$ cat src/rtl/pc_seq_pkg.sv
// Shared types and constants for the PC sequencer.
// The STEP state exists only when SINGLE_STEP_EN is defined.
package pc_seq_pkg;

    localparam int PC_W       = 32;
    localparam int HALT_CNT_W = 16;
    localparam logic [PC_W-1:0] PC_INCR = 32'd4;

`ifdef SINGLE_STEP_EN
    typedef enum logic [1:0] {
        ST_RUN    = 2'd0,
        ST_HALTED = 2'd1,
        ST_STEP   = 2'd2
    } seq_state_t;
`else
    typedef enum logic [1:0] {
        ST_RUN    = 2'd0,
        ST_HALTED = 2'd1
    } seq_state_t;
`endif

    // Saturating increment for the HLT entry counter
    function automatic logic [HALT_CNT_W-1:0] sat_inc(input logic [HALT_CNT_W-1:0] v);
        logic [HALT_CNT_W-1:0] r;
        if (v == {HALT_CNT_W{1'b1}}) begin
            r = v;
        end else begin
            r = v + {{(HALT_CNT_W-1){1'b0}}, 1'b1};
        end
        return r;
    endfunction

endpackage

$ cat src/rtl/pc_sequencer_sync_edge.sv
// Two-flop synchronizer followed by a rising-edge detector for a raw
// asynchronous button level; pulse is high for exactly one cycle.
module sync_edge (
    input  logic clk,
    input  logic rst,
    input  logic din,
    output logic pulse
);

    logic sync1_r;
    logic sync2_r;
    logic prev_r;

    // Synchronizer chain plus delayed copy for edge detection
    always_ff @(posedge clk) begin
        if (rst) begin
            sync1_r <= 1'b0;
            sync2_r <= 1'b0;
            prev_r  <= 1'b0;
        end else begin
            sync1_r <= din;
            sync2_r <= sync1_r;
            prev_r  <= sync2_r;
        end
    end

    assign pulse = sync2_r & ~prev_r;

endmodule

$ cat src/rtl/pc_sequencer.sv
// PC next-value selection and HLT/resume sequencer with registered status.
// Optional single-step support is enabled by defining SINGLE_STEP_EN.
module pc_sequencer
    import pc_seq_pkg::*;
(
    input  logic                  clk,
    input  logic                  rst,
    input  logic [PC_W-1:0]       pc_cur,
    input  logic                  branch_taken,
    input  logic [PC_W-1:0]       branch_target,
    input  logic                  halt_instr,
    input  logic                  resume,
    input  logic                  step,
    output logic [PC_W-1:0]       pc_next,
    output logic                  halt,
    output logic                  cont,
    output logic                  misalign,
    output logic [HALT_CNT_W-1:0] halt_cnt
);

    seq_state_t            state_r;
    seq_state_t            state_nxt_s;
    logic                  resume_edge_s;
    logic                  step_edge_s;
    logic                  hlt_entry_s;
    logic                  misalign_set_s;
    logic                  take_branch_s;
    logic                  halt_r;
    logic                  cont_r;
    logic                  misalign_r;
    logic [HALT_CNT_W-1:0] halt_cnt_r;

    sync_edge u_resume_sync (.clk(clk), .rst(rst), .din(resume), .pulse(resume_edge_s));
    sync_edge u_step_sync   (.clk(clk), .rst(rst), .din(step),   .pulse(step_edge_s));

`ifndef SINGLE_STEP_EN
    logic unused_step_s;
    assign unused_step_s = step_edge_s;
`endif

    // Next-state decode; a resume edge outranks a step edge
    always_comb begin
        state_nxt_s = state_r;
        hlt_entry_s = 1'b0;
        case (state_r)
            ST_RUN: begin
                if (halt_instr) begin
                    state_nxt_s = ST_HALTED;
                    hlt_entry_s = 1'b1;
                end else begin
                    state_nxt_s = ST_RUN;
                end
            end
            ST_HALTED: begin
                if (resume_edge_s) begin
                    state_nxt_s = ST_RUN;
`ifdef SINGLE_STEP_EN
                end else if (step_edge_s) begin
                    state_nxt_s = ST_STEP;
`endif
                end else begin
                    state_nxt_s = ST_HALTED;
                end
            end
`ifdef SINGLE_STEP_EN
            ST_STEP: state_nxt_s = ST_HALTED;
`endif
            default: state_nxt_s = ST_RUN;
        endcase
    end

    // A halt takes precedence over a branch in the same cycle
    always_comb begin
        take_branch_s  = 1'b0;
        misalign_set_s = 1'b0;
        if (state_r != ST_HALTED) begin
            take_branch_s = branch_taken & ~halt_instr;
        end else begin
            take_branch_s = 1'b0;
        end
        if (state_r == ST_RUN) begin
            misalign_set_s = take_branch_s & (branch_target[1:0] != 2'b00);
        end else begin
            misalign_set_s = 1'b0;
        end
    end

    // Next PC: forced to zero under reset, word-aligned branch target or sequential
    always_comb begin
        pc_next = pc_cur + PC_INCR;
        if (rst) begin
            pc_next = {PC_W{1'b0}};
        end else if (take_branch_s) begin
            pc_next = {branch_target[PC_W-1:2], 2'b00};
        end else begin
            pc_next = pc_cur + PC_INCR;
        end
    end

    // State and registered status outputs
    always_ff @(posedge clk) begin
        if (rst) begin
            state_r    <= ST_RUN;
            halt_r     <= 1'b0;
            cont_r     <= 1'b0;
            misalign_r <= 1'b0;
            halt_cnt_r <= {HALT_CNT_W{1'b0}};
        end else begin
            state_r    <= state_nxt_s;
            halt_r     <= (state_nxt_s != ST_RUN);
`ifdef SINGLE_STEP_EN
            cont_r     <= (state_nxt_s == ST_STEP);
`else
            cont_r     <= 1'b0;
`endif
            misalign_r <= misalign_r | misalign_set_s;
            if (hlt_entry_s) begin
                halt_cnt_r <= sat_inc(halt_cnt_r);
            end else begin
                halt_cnt_r <= halt_cnt_r;
            end
        end
    end

    assign halt     = halt_r;
    assign cont     = cont_r;
    assign misalign = misalign_r;
    assign halt_cnt = halt_cnt_r;

endmodule

$ cat config.mk
export PLATFORM = sky130hd
export DESIGN_NAME = pc_sequencer
export DESIGN_NICKNAME = d
export VERILOG_FILES = /design/src/rtl/pc_seq_pkg.sv /design/src/rtl/pc_sequencer_sync_edge.sv /design/src/rtl/pc_sequencer.sv
export SDC_FILE = /design/constraint.sdc
export NUM_CORES = 1
export LEC_CHECK = 0
export BUFFER_PORTS_ARGS = -buffer_cell sky130_fd_sc_hd__buf_2
export CORE_UTILIZATION = 41
export DETAILED_ROUTE_END_ITERATION = 10
export MAX_ROUTING_LAYER = met4
export PLACE_DENSITY_LB_ADDON = 0.25
export SLEW_MARGIN = 25
export SYNTH_ARGS = -nofsm -noshare
export SYNTH_HDL_FRONTEND = slang
export SYNTH_SLANG_ARGS = --single-unit
$ cat constraint.sdc
create_clock -name clk -period 2.53 [get_ports clk]
set_input_delay 0.6325 -clock clk [delete_from_list [all_inputs] [get_ports clk]]
set_output_delay 0.6325 -clock clk [all_outputs]
set_load 0.03 [all_outputs]
==> impl_metrics.csv <==
group,metric,value,unit
status,status,"complete, but fails checks",
status,violations,"setup timing",
yosys,synth_edf_count,0,
setup_path,start_kind,"input port",
detailed_routing,viasPerCell,6.71,
pwr,powerDensity,268,nW/um^2
final_layout,nets,566,
yosys,post_synth_xor_area_fraction,0.0315,
sta,fin_ws,-0.364,ns
setup_path,crit_arrival,2.26,ns
global_routing,gr-total-overflow,0,
yosys,yosysUniqueCellTypes,49,
setup_path,ff2ff_setup_slack,0.33,ns
floorplan,dieArea,5720,sq um
setup_path,crit_fanout,7,
sta,post-route-min-period,2.89,ns
clocking,cts_buffers,3,
placement,port_buffers,118,
clocking,cts_tree,"yes",
detailed_routing,routedWlPerCell,22.2,microns
detailed_routing,dr.pass1.iters,9,
yosys,synth_async_sr_flop_share,0,
clocking,cts.reportedPaths.clkPinSlew,0.07,ns
sta,final-hold-violation-count,0,
min_path,hp-class,"flip-flop to flip-flop",
detailed_routing,ant_nets,0,
yosys,synthMuxAreaShare,0.00506,
yosys,ys.flop_type,"dfxtp_1",
global_routing,grtUsageTotal,0.349,
yosys,synth_top_family_by_area,"simple AND/OR/NAND/NOR gates",
yosys,synth_area_leaders,"dfxtp_1 19%, a311oi_1 6.7%, o31ai_1 6.1%, or4_1 6.1%, nor2_1 5.4%",
setup_path,cp-end-kind,"output port",
setup_path,regToRegEndpoint,"halt_cnt[11]$_SDFFE_PP0P_",
clocking,hold_buffers,0,
sta,rsz0062_at_grt,"yes",
min_path,min_to,"u_resume_sync.sync2_r$_SDFF_PP0_",
setup_path,reg2reg_depth,5,
yosys,synth_seq_cells,21,
clocking,clock-sinks,21,
sta,setup_viol,25,
global_routing,antenna_found_initial,0,
global_routing,grt_max_degree,28,
final_layout,nFillCells,253,
detailed_routing,via_count,3779,
yosys,yosys_warnings,0,
clocking,cts_root_buf,"clkbuf_8",
floorplan,die_w,75.7,microns
placement,gp_congestion,0.904,
sta,finalClockSkew,0.00408,ns
global_routing,grt_pass1_vias,3183,
floorplan,core-area,5170,sq um
yosys,yosysTopAreaCell,"dfxtp_1",
yosys,ys_seq_area_frac,0.189,
final_layout,diodes,0,
yosys,yosys.area_share.simple,0.415,
sta,relSlewSlack,0.521,
setup_path,reg2reg_from,"halt_cnt[0]$_SDFFE_PP0P_",
sta,slew_violations,0,
setup_path,worstPathRequired,1.90,ns
final_layout,syn_to_final_growth,102,%
floorplan,fp-row-count,26,
yosys,synth_fp_nets,369,
sta,min_period_over_period,1.14,
yosys,synth_most_common_cell,"nor2_1",
sta,tns,-5.41,ns
sta,max_freq,346,MHz
yosys,syn_inst,297,
yosys,synth_top_area_share,0.189,
floorplan,ioPinCount,121,
yosys,ys_top_cells_by_count,"32 x nor2_1, 22 x nand2_1, 21 x dfxtp_1",
pwr,vdd_drop_max,284,uV
yosys,postSynthAreaPerCell,7.49,sq um
clocking,htreeDepth,1,
placement,hpwl,6.21,mm
pwr,leakage,1.79,nW
detailed_routing,drc_errors,0,
clocking,cts_buffer_depth,2,
floorplan,fp.dieH,75.7,microns
clocking,worstSkewPairLatency,0.26,ns
yosys,synth_compound_area_frac,0.254,
setup_path,critPathKind,"input port to output port",
yosys,syn-cell-area,2220,sq um
sta,worst_pin_slew,0.713,ns
final_layout,postLayoutCoreUtil,0.867,
detailed_routing,drt_iter0_markers,524,
yosys,synthAdderAreaFrac,0.0112,
setup_path,worstSetupStartpoint,"pc_cur[8]",
min_path,holdPathStages,1,
floorplan,start_util,0.430,
global_routing,grt_pass1_wl,14.8,mm
final_layout,drive_gt1_frac,0.596,
detailed_routing,drt-total-wl,12.5,mm
min_path,worstHoldStart,"u_resume_sync.sync1_r$_SDFF_PP0_",
run,max_cap_viol_count,0,
[flip-flops by register name, summed over array words and instances (netlist names)]
name / cells
halt: 1
halt_cnt: 16
misalign: 1
u_resume_sync.prev_r: 1
u_resume_sync.sync1_r: 1
u_resume_sync.sync2_r: 1
[layer usage]
metal  routed length [microns]  vias to the layer above  share of wire  track usage
li1                          -                     1567              -            -
met1                      4110                     1735           0.33        0.361
met2                      5900                      346           0.47        0.644
met3                      1370                      131           0.11       0.0661
met4                      1110                        0          0.089        0.146
met5                         0                        -              0            -
[area by class of cell]
class,instances,area (sq um),area share
timing repair buffer,212,1650,0.368
multi-input combinational,249,2250,0.502
sequential,21,420,0.0938
clock buffer,4,45.0,0.0100
inverter,7,26.3,0.00586
tap,70,87.6,0.0195
[cell usage in the layout (no fill, tap or decap), types with 2 or more instances in the layout]
master / n
o21ai_1: 2
buf_2: 78
nor3_1: 2
or3_4: 7
o31ai_1: 16
nor2_2: 6
nand4_4: 3
nand3_2: 2
and2_1: 3
nor2b_1: 5
o211ai_1: 2
or4_1: 8
xnor2_1: 2
or3_1: 4
and3_4: 3
clkbuf_8: 3
buf_6: 48
nand2_1: 22
nor4_1: 2
buf_4: 80
a31oi_1: 2
or4_4: 10
inv_1: 7
o21ai_0: 10
nand4_1: 13
a311oi_4: 16
dfxtp_1: 21
nand3_1: 7
a211oi_4: 9
a21oi_1: 15
and4_1: 9
nand3_4: 2
nor2_1: 26
and3_1: 2
xor2_1: 5
buf_12: 4
o31ai_2: 2
and4_4: 7
[worst max-delay path: stages]
cell	delay, ns
buf_6	0.08
and4_4	0.27
buf_6	0.13
nand4_4	0.17
or4_4	0.54
a311oi_4	0.26
buf_6	0.18
[repair_timing]
item,in CTS,in global routing
gates resized for setup,83,38
setup buffers,15,8
gates cloned,1,3
pin swaps,21,15
endpoints found under the setup margin,26,29
[power by group]
group / internal [mW] / switching (mW)
Sequential: 0.337 / 0.00805
Combinational: 0.289 / 0.342
Clock: 0.112 / 0.111
[logic make-up after synthesis]
group / Yosys count
and+or+nand+nor: 153
adders and majority gates: 2
buffers and inverters: 29
xor gates and xnor gates: 8
AOI/OAI and AO/OA: 82
DFF: 21
muxes: 1
other: 1
[stage by stage]
| step | instances | worst slack (ns) | total power, mW | instance area (sq um) | hold WS, ns |
|---|---|---|---|---|---|
| global route | 563 | -0.428 | 1.24 | 4480 | 0.465 |
| global placement | 532 | -0.451 | 0.824 | 3760 | 0.421 |
| finish | 563 | -0.364 | 1.20 | 4480 | 0.453 |
| floorplan | 297 | -0.154 | 0.648 | 2740 | 0.414 |
| CTS | 552 | -0.300 | 1.12 | 4260 | 0.451 |
| detailed placement | 532 | -0.487 | 0.835 | 3760 | 0.430 |
[worst max path at each step]
| stage | endpoint | slack [ns] | depth (start not counted) |
|---|---|---|---|
| CTS | pc_next[19] | -0.30 | 7 |
| detailed placement | pc_next[28] | -0.49 | 7 |
| finish | pc_next[19] | -0.36 | 7 |
| global route | pc_next[26] | -0.43 | 8 |
| floorplan | pc_next[14] | -0.15 | 6 |
| global placement | pc_next[28] | -0.45 | 7 |
No activity file was read; power rests on OpenSTA's default activity.
